==> src/rtl/serial_subtractor_if.sv <==
// Operand and result handshake bundle for the bit-serial subtractor.
// The master side presents operands and consumes results; the slave side is
// the subtractor itself.
interface serial_subtractor_if #(
   parameter int WIDTH = 8
);
   logic             in_valid;
   logic             in_ready;
   logic [WIDTH-1:0] a;
   logic [WIDTH-1:0] b;
   logic             bin;
   logic             out_valid;
   logic             out_ready;
   logic [WIDTH-1:0] diff;
   logic             bout;
   logic             ovf;
   logic             zero;

   modport master (
      output in_valid, a, b, bin, out_ready,
      input  in_ready, out_valid, diff, bout, ovf, zero
   );

   modport slave (
      input  in_valid, a, b, bin, out_ready,
      output in_ready, out_valid, diff, bout, ovf, zero
   );
endinterface

==> src/rtl/serial_subtractor.sv <==
// Bit-serial WIDTH-bit subtractor: a - b - bin, one bit per clock, LSB first.
// A single full-subtractor cell and a registered borrow replace a ripple
// array. Operands enter on a valid/ready handshake and the result is held
// under a second valid/ready handshake until the consumer takes it.
module serial_subtractor #(
   parameter int WIDTH = 8
) (
   input logic               clk,
   input logic               rst,
   serial_subtractor_if.slave bus
);
   localparam int CW = $clog2(WIDTH + 1);

   typedef enum logic [1:0] {IDLE, SHIFT, DONE} state_t;

   state_t           state;
   logic [WIDTH-1:0] sa;
   logic [WIDTH-1:0] sb;
   logic [WIDTH-1:0] res;
   logic             br;
   logic [CW-1:0]    cnt;
   logic             a_msb;
   logic             b_msb;

   logic [WIDTH-1:0] diff_q;
   logic             bout_q;
   logic             ovf_q;
   logic             zero_q;
   logic             out_valid_q;

   logic             d;
   logic             br_next;
   logic [WIDTH-1:0] res_next;
   logic             last;

   // Full-subtractor cell on the current LSBs plus the next result word.
   always_comb begin
      // NOTE: every output of this block gets a default first so no latch is inferred.
      d        = sa[0] ^ sb[0] ^ br;
      br_next  = (~sa[0] & sb[0]) | (~(sa[0] ^ sb[0]) & br);
      res_next = res >> 1;
      res_next[WIDTH-1] = d;
      last     = (cnt == CW'(WIDTH - 1));
   end

   // Control FSM, shift datapath and registered result outputs.
   always_ff @(posedge clk) begin
      // NOTE: all state here uses non-blocking assignments so every register samples pre-edge values.
      if (rst) begin
         // NOTE: the shift registers are plain flops, so clearing them on reset is cheap and keeps outputs deterministic.
         state       <= IDLE;
         sa          <= '0;
         sb          <= '0;
         res         <= '0;
         br          <= 1'b0;
         cnt         <= '0;
         a_msb       <= 1'b0;
         b_msb       <= 1'b0;
         diff_q      <= '0;
         bout_q      <= 1'b0;
         ovf_q       <= 1'b0;
         zero_q      <= 1'b0;
         out_valid_q <= 1'b0;
      end else begin
         case (state)
            IDLE: begin
               if (bus.in_valid) begin
                  sa    <= bus.a;
                  sb    <= bus.b;
                  br    <= bus.bin;
                  a_msb <= bus.a[WIDTH-1];
                  b_msb <= bus.b[WIDTH-1];
                  cnt   <= '0;
                  state <= SHIFT;
               end
            end
            SHIFT: begin
               sa  <= sa >> 1;
               sb  <= sb >> 1;
               br  <= br_next;
               res <= res_next;
               cnt <= cnt + CW'(1);
               if (last) begin
                  // The final cell output is the result MSB, so overflow
                  // and zero are resolved on the same edge as the word.
                  state       <= DONE;
                  diff_q      <= res_next;
                  bout_q      <= br_next;
                  ovf_q       <= (a_msb != b_msb) && (d != a_msb);
                  zero_q      <= (res_next == '0);
                  out_valid_q <= 1'b1;
               end
            end
            DONE: begin
               if (bus.out_ready) begin
                  state       <= IDLE;
                  out_valid_q <= 1'b0;
               end
            end
            default: state <= IDLE;
         endcase
      end
   end

   assign bus.in_ready  = (state == IDLE);
   assign bus.out_valid = out_valid_q;
   assign bus.diff      = diff_q;
   assign bus.bout      = bout_q;
   assign bus.ovf       = ovf_q;
   assign bus.zero      = zero_q;
endmodule

==> src/flat_wrapper.sv <==
// flat-port wrapper written by rule: the top's interface ports become plain ports
module serial_subtractor_flat 
#(
   parameter int WIDTH = 8
)
  (clk, rst, bus_in_valid, bus_a, bus_b, bus_bin, bus_out_ready, bus_in_ready, bus_out_valid, bus_diff, bus_bout, bus_ovf, bus_zero);
  serial_subtractor_if #(.WIDTH(WIDTH)) bus_i ();
  input logic clk;
  input logic rst;
  input wire logic [$bits(bus_i.in_valid)-1:0] bus_in_valid;
  input wire logic [$bits(bus_i.a)-1:0] bus_a;
  input wire logic [$bits(bus_i.b)-1:0] bus_b;
  input wire logic [$bits(bus_i.bin)-1:0] bus_bin;
  input wire logic [$bits(bus_i.out_ready)-1:0] bus_out_ready;
  output wire logic [$bits(bus_i.in_ready)-1:0] bus_in_ready;
  output wire logic [$bits(bus_i.out_valid)-1:0] bus_out_valid;
  output wire logic [$bits(bus_i.diff)-1:0] bus_diff;
  output wire logic [$bits(bus_i.bout)-1:0] bus_bout;
  output wire logic [$bits(bus_i.ovf)-1:0] bus_ovf;
  output wire logic [$bits(bus_i.zero)-1:0] bus_zero;
  assign bus_i.in_valid = bus_in_valid;
  assign bus_i.a = bus_a;
  assign bus_i.b = bus_b;
  assign bus_i.bin = bus_bin;
  assign bus_i.out_ready = bus_out_ready;
  assign bus_in_ready = bus_i.in_ready;
  assign bus_out_valid = bus_i.out_valid;
  assign bus_diff = bus_i.diff;
  assign bus_bout = bus_i.bout;
  assign bus_ovf = bus_i.ovf;
  assign bus_zero = bus_i.zero;
  serial_subtractor #(.WIDTH(WIDTH)) u_core (.clk(clk), .rst(rst), .bus(bus_i));
endmodule
==> config.mk <==
export PLATFORM = sky130hd
export DESIGN_NAME = serial_subtractor_flat
export DESIGN_NICKNAME = d
export VERILOG_FILES = /design/src/rtl/serial_subtractor_if.sv /design/src/rtl/serial_subtractor.sv /design/src/flat_wrapper.sv
export SDC_FILE = /design/constraint.sdc
export NUM_CORES = 1
export LEC_CHECK = 0
export BUFFER_PORTS_ARGS = -buffer_cell sky130_fd_sc_hd__buf_4
export CORE_MARGIN = 10
export CORE_UTILIZATION = 49
export CTS_CLUSTER_DIAMETER = 40
export CTS_CLUSTER_SIZE = 10
export DETAILED_ROUTE_END_ITERATION = 6
export PLACE_DENSITY = 0.72
export SETUP_SLACK_MARGIN = 0.15
export SLEW_MARGIN = 20
export SYNTH_ARGS = -nofsm -noshare
export SYNTH_HDL_FRONTEND = slang
export SYNTH_SLANG_ARGS = --single-unit
==> constraint.sdc <==
create_clock -name clk -period 1.3 [get_ports clk]
set_input_delay 0.195 -clock clk [delete_from_list [all_inputs] [get_ports clk]]
set_output_delay 0.195 -clock clk [all_outputs]
set_load 0.03 [all_outputs]
# --- Word level (Yosys, flattened, before mapping) ---
# Index checks and enable logic that the tools add are counted.
op_classes:
  n_addsub: 1
  n_mul: 0
  n_div: 0
  magnitude_cmp: 0
  eq_ne: 8
  shifts: 0
  mux: 15
  n_bitwise: 7
  n_reduce_logical: 10
ops:
  columns: ["cell", "count"]
  rows:
  - ["$pmux 8 s2", 2]
  - ["$mux 8", 2]
  - ["$logic_not 8->1", 1]
  - ["$pmux 4 s2", 1]
  - ["$mux 2", 3]
  - ["$pmux 2 s3", 1]
  - ["$reduce_and 2->1", 3]
  - ["$reduce_and 3->1", 2]
  - ["$add 4x1->4 const B", 1]
  - ["$eq 4x3->1 const B", 1]
  - ["$mux 4", 1]
  - ["$ne 2x2->1 const B", 2]
  - ["$pmux 1 s2", 2]
  - ["$reduce_bool 2->1", 2]
  - ["$mux 1", 3]
  - ["$and 1x1->1", 2]
  - ["$eq 2x1->1 const B", 1]
  - ["$eq 2x2->1 const B", 1]
  - ["$logic_not 2->1", 1]
  - ["$ne 1x1->1", 2]
  - ["$ne 2x1->1 const B", 1]
  - ["$not 1->1", 2]
  - ["$xor 1x1->1", 2]
  - ["$logic_and 1x1->1", 1]
  - ["$or 1x1->1", 1]
totals:
  register_bits: 45
  latchBits: 0
  ram_bits: 0
  rom_bits: 0
  input_bits: 21
  out_inout_bits: 13
  word_cells: 54
  memories: 0

# --- Depth between registers and ports, before layout ---
# Gate-level depths: netlist of the first run.
depth:
  ltp_word: 5
  mapped_depth: 5
  ltp_nobuf: 5

# --- Worst setup path before layout of the first run ---
# OpenSTA, ideal clock, no wires.
synth_timing:
  kind: "flip-flop to flip-flop"
  from: "register u_core.sb[0]"
  to: "register u_core.zero_q (netlist: u_core.bus.zero)"
  setup_ps: 92
  t_arrival_ps: 1338
  required_ps: 1208
  setup_slack_ps: -131
  path_stages_with_launch: 6
  path_buffers: 0
  synth_period_minus_slack_ps: 1431
  cell_sequence: "dfxtp_1 -> inv_1 -> fa_1 -> nor4_1 -> nand4_1 -> o32ai_1"
synth_via:
  elab_chain_cells: 3
synth_rtl:
  columns: ["item", "line", "source"]
  rows:
  - ["start: declaration", "serial_subtractor.sv:18", "logic [WIDTH-1:0] sb;"]
  - ["start signal: assignment", "serial_subtractor.sv:69", "sb <= bus.b;"]
  - ["start signal: assignment", "serial_subtractor.sv:79", "sb <= sb >> 1;"]
  - ["$xor 1x1->1 (2 in series)", "serial_subtractor.sv:39", "d = sa[0] ^ sb[0] ^ br;"]
  - ["via u_core.d", "serial_subtractor.sv:31", "logic d;"]
  - ["$logic_not 8->1", "serial_subtractor.sv:90", "zero_q <= (res_next == '0);"]
  - ["end signal: assignment", "serial_subtractor.sv:90", null]
  - ["end: declaration", "serial_subtractor.sv:28", "logic zero_q;"]
# The timed path passes the listed nets, and every way through them passes these cells.
# A chain may end at the register's enable or synchronous reset.

# --- Worst setup path after layout of the first run ---
layout_timing:
  from: "register u_core.br"
  to: "register u_core.ovf_q (netlist: u_core.bus.ovf)"
layout_via:
  elab_chain_cells: 3
layout_rtl:
  columns: ["item", "line", "source"]
  rows:
  - ["start: declaration", "serial_subtractor.sv:20", "logic br;"]
  - ["start signal: assignment", "serial_subtractor.sv:70", "br <= bus.bin;"]
  - ["start signal: assignment", "serial_subtractor.sv:80", "br <= br_next;"]
  - ["$xor 1x1->1", "serial_subtractor.sv:39", null]
  - ["via u_core.d", "serial_subtractor.sv:31", null]
  - ["$ne 1x1->1", "serial_subtractor.sv:89", "ovf_q <= (a_msb != b_msb) && (d != a_msb);"]
  - ["$logic_and 1x1->1", "serial_subtractor.sv:89", null]
  - ["end signal: assignment", "serial_subtractor.sv:89", null]
  - ["end: declaration", "serial_subtractor.sv:27", "logic ovf_q;"]
# The timed path passes the listed nets, and every way through them passes these cells.

==> results.toml, run 1 <==
[clocking]
clock-root-buffer = "sky130_fd_sc_hd__clkbuf_8"
tritoncts_clock_tree = "built"
clkSlewWorstSetupHoldPaths_ns = 0.08
clock_latency_ns = 0.30
clock_tree.htree_level_count = 2
cts_sinks = 44
cts_hold_repair.buffers = 0
clock_path_buffers = 2
cts_inserted_buffers = 5

[floorplanning]
io_pins = 34
placeableCoreArea_um2 = 3690
fp.dieH_um = 82.1
dieArea_um2 = 6740
number_of_placement_rows = 22
starting_density_of_the_core = 0.512
die_w_um = 82.1

[timing]
timing.setup.tns_ns = -2.69
hold_slack_ns = 0.149
final.period_utilization = 1.24
max_freq_mhz = 619
maxSlewViolCount = 0
rsz0062_at_grt = "true"
worst_pin_slew_ns = 0.401
finalCriticalPeriod_ns = 1.62
worst_clock_skew_ns = 0.00784
count_of_final_setup_violators = 28
timing.max_slew.rel_slack = 0.733
final-hold-violation-count = 0
worst_setup_slack_after_layout_ns = -0.315

[routing]
detail-route-antenna-nets = 0
post_drt_wl_per_cell_um = 26.7
drtPass1Iterations = 5
dr_vias_cell = 6.74
vias = 2373
drc = 0
detailedRoute.firstIterationViolations = 255
wirelength_mm = 9.41

[critical_path]
path_cells = "inv_2 > fa_2 > and3b_1 > a21oi_2 > a211oi_2"
slowest_delay_ns = 0.63
regToRegSetupSlack_ns = -0.32
worst_ep_arrival_time_ns = 1.83
path_class = "register to register"
crit_slowest_cell = "sky130_fd_sc_hd__fa_2"
critical_path.top_delay_family = "adder cells"
top_fanout_value_on_the_critical_path = 4
worstPathBufferInverterCount = 1
crit_start_category = "register"
timing.critical_path.required_ns = 1.52
worst_setup_path_end_kind = "register"

[layout]
layout.area.seq_um2 = 893
filler_cell_count = 130
multi_input_area_um2 = 1390
final_layout_size_suffix_gt1_frac = 0.635
antenna-diode-count = 0
layout-area-overhead-vs-synth_pct = 79.5
layout.nets = 329
utilization = 0.919

[global_routing]
vias_in_the_first_global_route = 2156
grt_start_max_net_pins = 27
antenna_found_initial = 0
global_route_wire_length_before_repair_mm = 11.2
grt_usage = 0.216
gr-total-overflow = 0

[place]
gp_routability_congestion = 0.771
numPortBuffers = 33
placement.setup.worst_slack_ns = -0.127
detailed_place_hpwl_mm = 3.13

[yosys]
synth.distinct_cells = 37
average_size_of_a_mapped_cell_um2 = 8.36
ys.warnings.count = 0
synth_area_um2 = 1890
mappedNetlistNets = 249
synth_seq_cells = 44
yosysTopAreaCellShare = 0.466
synthesis.instances = 226
synth_top_area_cell = "sky130_fd_sc_hd__dfxtp_1"
part_of_the_yosys_area_used_for_sequential_elements = 0.466
ys_top_cells_by_area = "sky130_fd_sc_hd__dfxtp_1 (47%), sky130_fd_sc_hd__a21oi_1 (9.5%), sky130_fd_sc_hd__nand2_1 (7.0%), sky130_fd_sc_hd__a211oi_1 (6.4%), sky130_fd_sc_hd__nor2_1 (4.4%)"

[power_and_ir_drop]
p_leak_nw = 1.36
vdd.ir_drop.worst_uv = 930
fin_total_pwr_mw = 3.12
powerDensity_nw_per_um2 = 919

[run]
timing.max_cap.violations = 0

[run_status]
run_status = "complete, but fails checks"
violations = "setup timing"

[worst_hold_path]
hp-class = "primary input to register"
[cell usage after synthesis]
library cell and instances:
sky130_fd_sc_hd__buf_6 1, sky130_fd_sc_hd__nor2b_1 5, sky130_fd_sc_hd__or2_2 1, sky130_fd_sc_hd__buf_4 7, sky130_fd_sc_hd__o22ai_1 2, sky130_fd_sc_hd__a31oi_1 1
sky130_fd_sc_hd__nand2b_2 1, sky130_fd_sc_hd__nor4_1 1, sky130_fd_sc_hd__fa_1 1, sky130_fd_sc_hd__or3_1 2, sky130_fd_sc_hd__and3b_1 2, sky130_fd_sc_hd__o21ai_0 8
sky130_fd_sc_hd__nor3_1 1, sky130_fd_sc_hd__dfxtp_1 44, sky130_fd_sc_hd__mux2i_1 2, sky130_fd_sc_hd__o211a_1 1, sky130_fd_sc_hd__ha_1 1, sky130_fd_sc_hd__o32ai_1 1
sky130_fd_sc_hd__a22oi_1 1, sky130_fd_sc_hd__clkbuf_1 5, sky130_fd_sc_hd__a211oi_1 16, sky130_fd_sc_hd__nor2_1 22, sky130_fd_sc_hd__nand3b_1 2, sky130_fd_sc_hd__o21ba_2 1
sky130_fd_sc_hd__or3b_2 1, sky130_fd_sc_hd__nor3b_2 1, sky130_fd_sc_hd__a221oi_1 1, sky130_fd_sc_hd__buf_2 4, sky130_fd_sc_hd__nand3_1 10, sky130_fd_sc_hd__o21bai_2 1
sky130_fd_sc_hd__nand4_1 1, sky130_fd_sc_hd__nand2_1 35, sky130_fd_sc_hd__nand2b_1 1, sky130_fd_sc_hd__or3b_1 1, sky130_fd_sc_hd__inv_1 3, sky130_fd_sc_hd__a21oi_1 36
sky130_fd_sc_hd__a311oi_1 2
[layout make-up]
cell class / instances / area share
clock buffer: 5 / 0.0203
inverter: 3 / 0.00332
multi-input combinational: 163 / 0.409
timing repair buffer: 89 / 0.286
sequential: 44 / 0.263
tap: 48 / 0.0177
[cell families (layout without fill, tap and decap cells)]
group	count (synthesis)	count (layout)	synth area share
AND/OR/NAND/NOR	87	88	0.217
AO/OA/AOI/OAI	71	71	0.229
flip-flops	44	44	0.466
buffers and inverters	20	97	0.0603
adder cells (fa/ha/maj)	2	2	0.0172
multiplexers	2	2	0.0106
[path summary, 6_finish.rpt]
check,start,endpoint,depth (start not counted)
worst max-delay path,u_core.br,u_core.bus.ovf,5
worst min-delay path,bus_b[5],u_core.sb[5],3
worst min register to register,u_core.bus.diff[4],u_core.bus.diff[4],2
worst max register to register,u_core.br,u_core.bus.ovf,5
[where the power goes]
| part | total (mW) | internal (mW) | switching [mW] |
|---|---|---|---|
| Sequential | 1.48 | 1.41 | 0.0739 |
| Clock | 0.812 | 0.348 | 0.465 |
| Combinational | 0.825 | 0.427 | 0.398 |
| Total | 3.12 | 2.18 | 0.936 |
[routing by layer]
metal | vias up | GRT usage | routed length [um]
met5 | - | 0 | 0
met4 | 0 | 0.0884 | 495
met3 | 57 | 0.0583 | 868
met2 | 207 | 0.383 | 4530
met1 | 1159 | 0.238 | 3520
li1 | 950 | - | -
[worst min-delay path, delay by kind of cell]
family                 cells  cell delay (ns)
buffers and inverters      1             0.11
and+or+nand+nor            1             0.05
AOI/OAI and AO/OA          1             0.05
[state kept, by name, indices dropped and copies added (netlist names)]
register and flops:
u_core.bus.out_valid 1, u_core.bus.ovf 1, u_core.sa 8, u_core.res 7, u_core.b_msb 1, u_core.bus.diff 8
u_core.cnt 4, u_core.bus.zero 1, u_core.state 2, u_core.sb 8, u_core.br 1, u_core.a_msb 1
u_core.bus.bout 1
[what timing repair did]
item                                    in CTS  in global routing
endpoints found under the setup margin      42                 45
cloned                                      10                  0
gates resized for setup                     90                 77
hold endpoints to repair                     0                  0
setup buffers                               17                 10
pin swaps                                   32                 28
[cells in the final DEF, fill, tap and decap left out, drive strengths merged, types with 2 or more instances in the layout]
master,count
a211oi,16
a21oi,36
a311oi,2
and3b,2
buf,89
clkbuf,5
dfxtp,44
inv,3
mux2i,2
nand2,35
nand2b,3
nand3,10
nand3b,2
nor2,22
nor2b,5
o21ai,8
o22ai,2
or3,2
or3b,2
[per-stage QoR]
| step | instance area, um2 | std cells |
|---|---|---|
| floorplan | 1900 | 226 |
| global placement | 2290 | 310 |
| detailed placement | 2290 | 310 |
| CTS | 2990 | 342 |
| global route | 3390 | 352 |
| finish | 3390 | 352 |
No activity file was read; power rests on OpenSTA's default activity.
==> run 2: changes to the inputs <==
- PLACE_DENSITY: 0.72 -> 0.74
==> run 2 against run 1 <==
  * The run still ends with setup timing left
  * Global-route usage shrank 2.8 points
  * Sequential power is essentially flat
  * Total power grew 3.2%
  * Clock skew grew 0.0068 ns
  * Setup slack gained 0.073 ns
  * Core utilization shrank 3.7 points
  * Final cell count shrank 1.4%
  * Flip-flop and latch count is the same
  * Critical path type unchanged
  * Largest cell class unchanged
  * Highest routed layer unchanged
==> results.toml, run 2 (synthesis gave the netlist of run 1 again) <==
[run_status]
run_status = "complete, but fails checks"
violations = "setup timing"

[global_routing]
vias_in_the_first_global_route = 2012
global_route_wire_length_before_repair_mm = 9.80
grt_usage = 0.188
grt_start_max_net_pins = 26
gr-total-overflow = 0
antenna_found_initial = 0

[clocking]
clock-root-buffer = "sky130_fd_sc_hd__clkbuf_8"
clock_tree.htree_level_count = 2
tritoncts_clock_tree = "built"
cts_sinks = 44
cts_hold_repair.buffers = 0
cts_inserted_buffers = 5
clkSlewWorstSetupHoldPaths_ns = 0.09
clock_latency_ns = 0.32
clock_path_buffers = 2

[critical_path]
timing.critical_path.required_ns = 1.55
crit_slowest_cell = "sky130_fd_sc_hd__fa_2"
crit_start_category = "register"
critPathCapture = "u_core.bus.diff[7]"
slowest_delay_ns = 0.61
worstPathBufferInverterCount = 3
critical_path_depth = 6
regToRegSetupSlack_ns = -0.24
path_class = "register to register"
timing.critical_path.from = "u_core.br"
worst_ep_arrival_time_ns = 1.79
timing.rr.end = "u_core.bus.diff[7]"
r2r-start = "u_core.br"
critical_path.top_delay_family = "adder cells"
path_cells = "inv_2 > fa_2 > buf_4 > buf_6 > nand3_2 > a21oi_2"
worst_setup_path_end_kind = "register"
worst_r2r_path_depth = 6
top_fanout_value_on_the_critical_path = 4

[place]
numPortBuffers = 33
placed_cell_area_um2 = 2300
detailed_place_hpwl_mm = 3.14
gp_routability_congestion = 0.763
post-place-cells = 313
placement.setup.worst_slack_ns = -0.142

[routing]
dr_vias_cell = 6.19
routedLengthMet1_mm = 2.94
vias = 2148
drc = 0
drtPass1Iterations = 4
route.met2.wl_mm = 3.96
route.top_layer_used = "met4"
wirelength_mm = 7.68
detail-route-antenna-nets = 0
met3RoutedLength_um = 512
detailedRoute.firstIterationViolations = 169
post_drt_wl_per_cell_um = 22.1

[floorplanning]
number_of_placement_rows = 22
placeableCoreArea_um2 = 3690
io_pins = 34
die_w_um = 82.1
starting_density_of_the_core = 0.512
fp.dieH_um = 82.1
dieArea_um2 = 6740

[layout]
utilization = 0.882
antenna-diode-count = 0
final_layout_size_suffix_gt1_frac = 0.609
finalInstanceArea_um2 = 3250
layout_commonest_cell = "sky130_fd_sc_hd__buf_4"
mostFrequentLayoutCells = "sky130_fd_sc_hd__buf_4 (47), sky130_fd_sc_hd__dfxtp_1 (37), sky130_fd_sc_hd__nand2_1 (30)"
final_cells = 347
layout-area-overhead-vs-synth_pct = 72.3
layout.nets = 322

[timing]
final-hold-violation-count = 0
worst_pin_slew_ns = 0.378
max_freq_mhz = 648
timing.max_slew.rel_slack = 0.748
count_of_final_setup_violators = 19
worst_setup_slack_after_layout_ns = -0.242
finalCriticalPeriod_ns = 1.54
rsz0062_at_grt = "true"
hold_slack_ns = 0.123
maxSlewViolCount = 0
worst_clock_skew_ns = 0.0146
final.period_utilization = 1.19

[power_and_ir_drop]
p_leak_nw = 1.29
powerDensity_nw_per_um2 = 989
vdd.ir_drop.worst_uv = 602

[run]
timing.max_cap.violations = 0

[worst_hold_path]
hp-class = "primary input to register"
hold_path_cell_cnt = 3
==> run 2: changes by cell type in the layout (fill, tap and decap cells not counted), moves of 3 or more <==
cell / change
sky130_fd_sc_hd__nand2_1: +6
sky130_fd_sc_hd__nand2_2: -5
sky130_fd_sc_hd__a21oi_2: -4
sky130_fd_sc_hd__nand3_2: -4
sky130_fd_sc_hd__o21ai_0: -4
sky130_fd_sc_hd__a21oi_1: +3
sky130_fd_sc_hd__o21ai_1: +3
==> run 2: layout make-up <==
class / count / area [um2]
multi-input cells: 163 / 1350
fillers: 138 / 434
repair buffers: 82 / 838
clock buffers: 7 / 96.3
flip-flops and latches: 44 / 895
inverters: 3 / 11.3
well taps: 48 / 60.1
==> run 2: worst min-delay path by stage <==
stage,startpoint,to,slack (ns)
3_3_place_gp,bus_b[7],u_core.b_msb,0.44
6_report,bus_a[7],u_core.a_msb,0.12
3_5_place_dp,u_core.bus.out_valid,u_core.bus.out_valid,0.45
2_1_floorplan,bus_a[4],u_core.sa[4],0.34
4_1_cts,bus_a[7],u_core.a_msb,0.14
5_1_grt,bus_a[3],u_core.sa[3],0.14
==> run 2: tightest hold or removal path, delay by kind of cell <==
family / cells / cell delay [ns]
buffers and inverters: 1 / 0.09
muxes: 1 / 0.06
and+or+nand+nor: 1 / 0.07
==> run 2: report_power, final <==
| group | switching (mW) | total [mW] | internal, mW |
|---|---|---|---|
| Clock | 0.507 | 0.981 | 0.474 |
| Sequential | 0.0725 | 1.48 | 1.41 |
| Combinational | 0.362 | 0.756 | 0.394 |
==> run 2: timing repair <==
item                                    CTS  global route
endpoints found under the setup margin   42            44
gates cloned                              7             0
buffers inserted                         15             5
pin swaps                                32            26
resized for setup                        74            82
==> run 2: per-stage QoR <==
| step | setup TNS [ns] | power, mW |
|---|---|---|
| 6_report | -1.36 | 3.22 |
| 2_1_floorplan | -0.0934 | 1.70 |
| 4_1_cts | -0.238 | 2.96 |
| 3_3_place_gp | -0.151 | 1.85 |
| 5_1_grt | -2.18 | 3.30 |
| 3_5_place_dp | -0.497 | 1.86 |
==> run 2: routing by layer <==
metal | global-route usage | vias to the layer above
li1 | - | 945
met1 | 0.211 | 1068
met2 | 0.313 | 107
met3 | 0.0562 | 28
met4 | 0.104 | 0
met5 | 0 | -
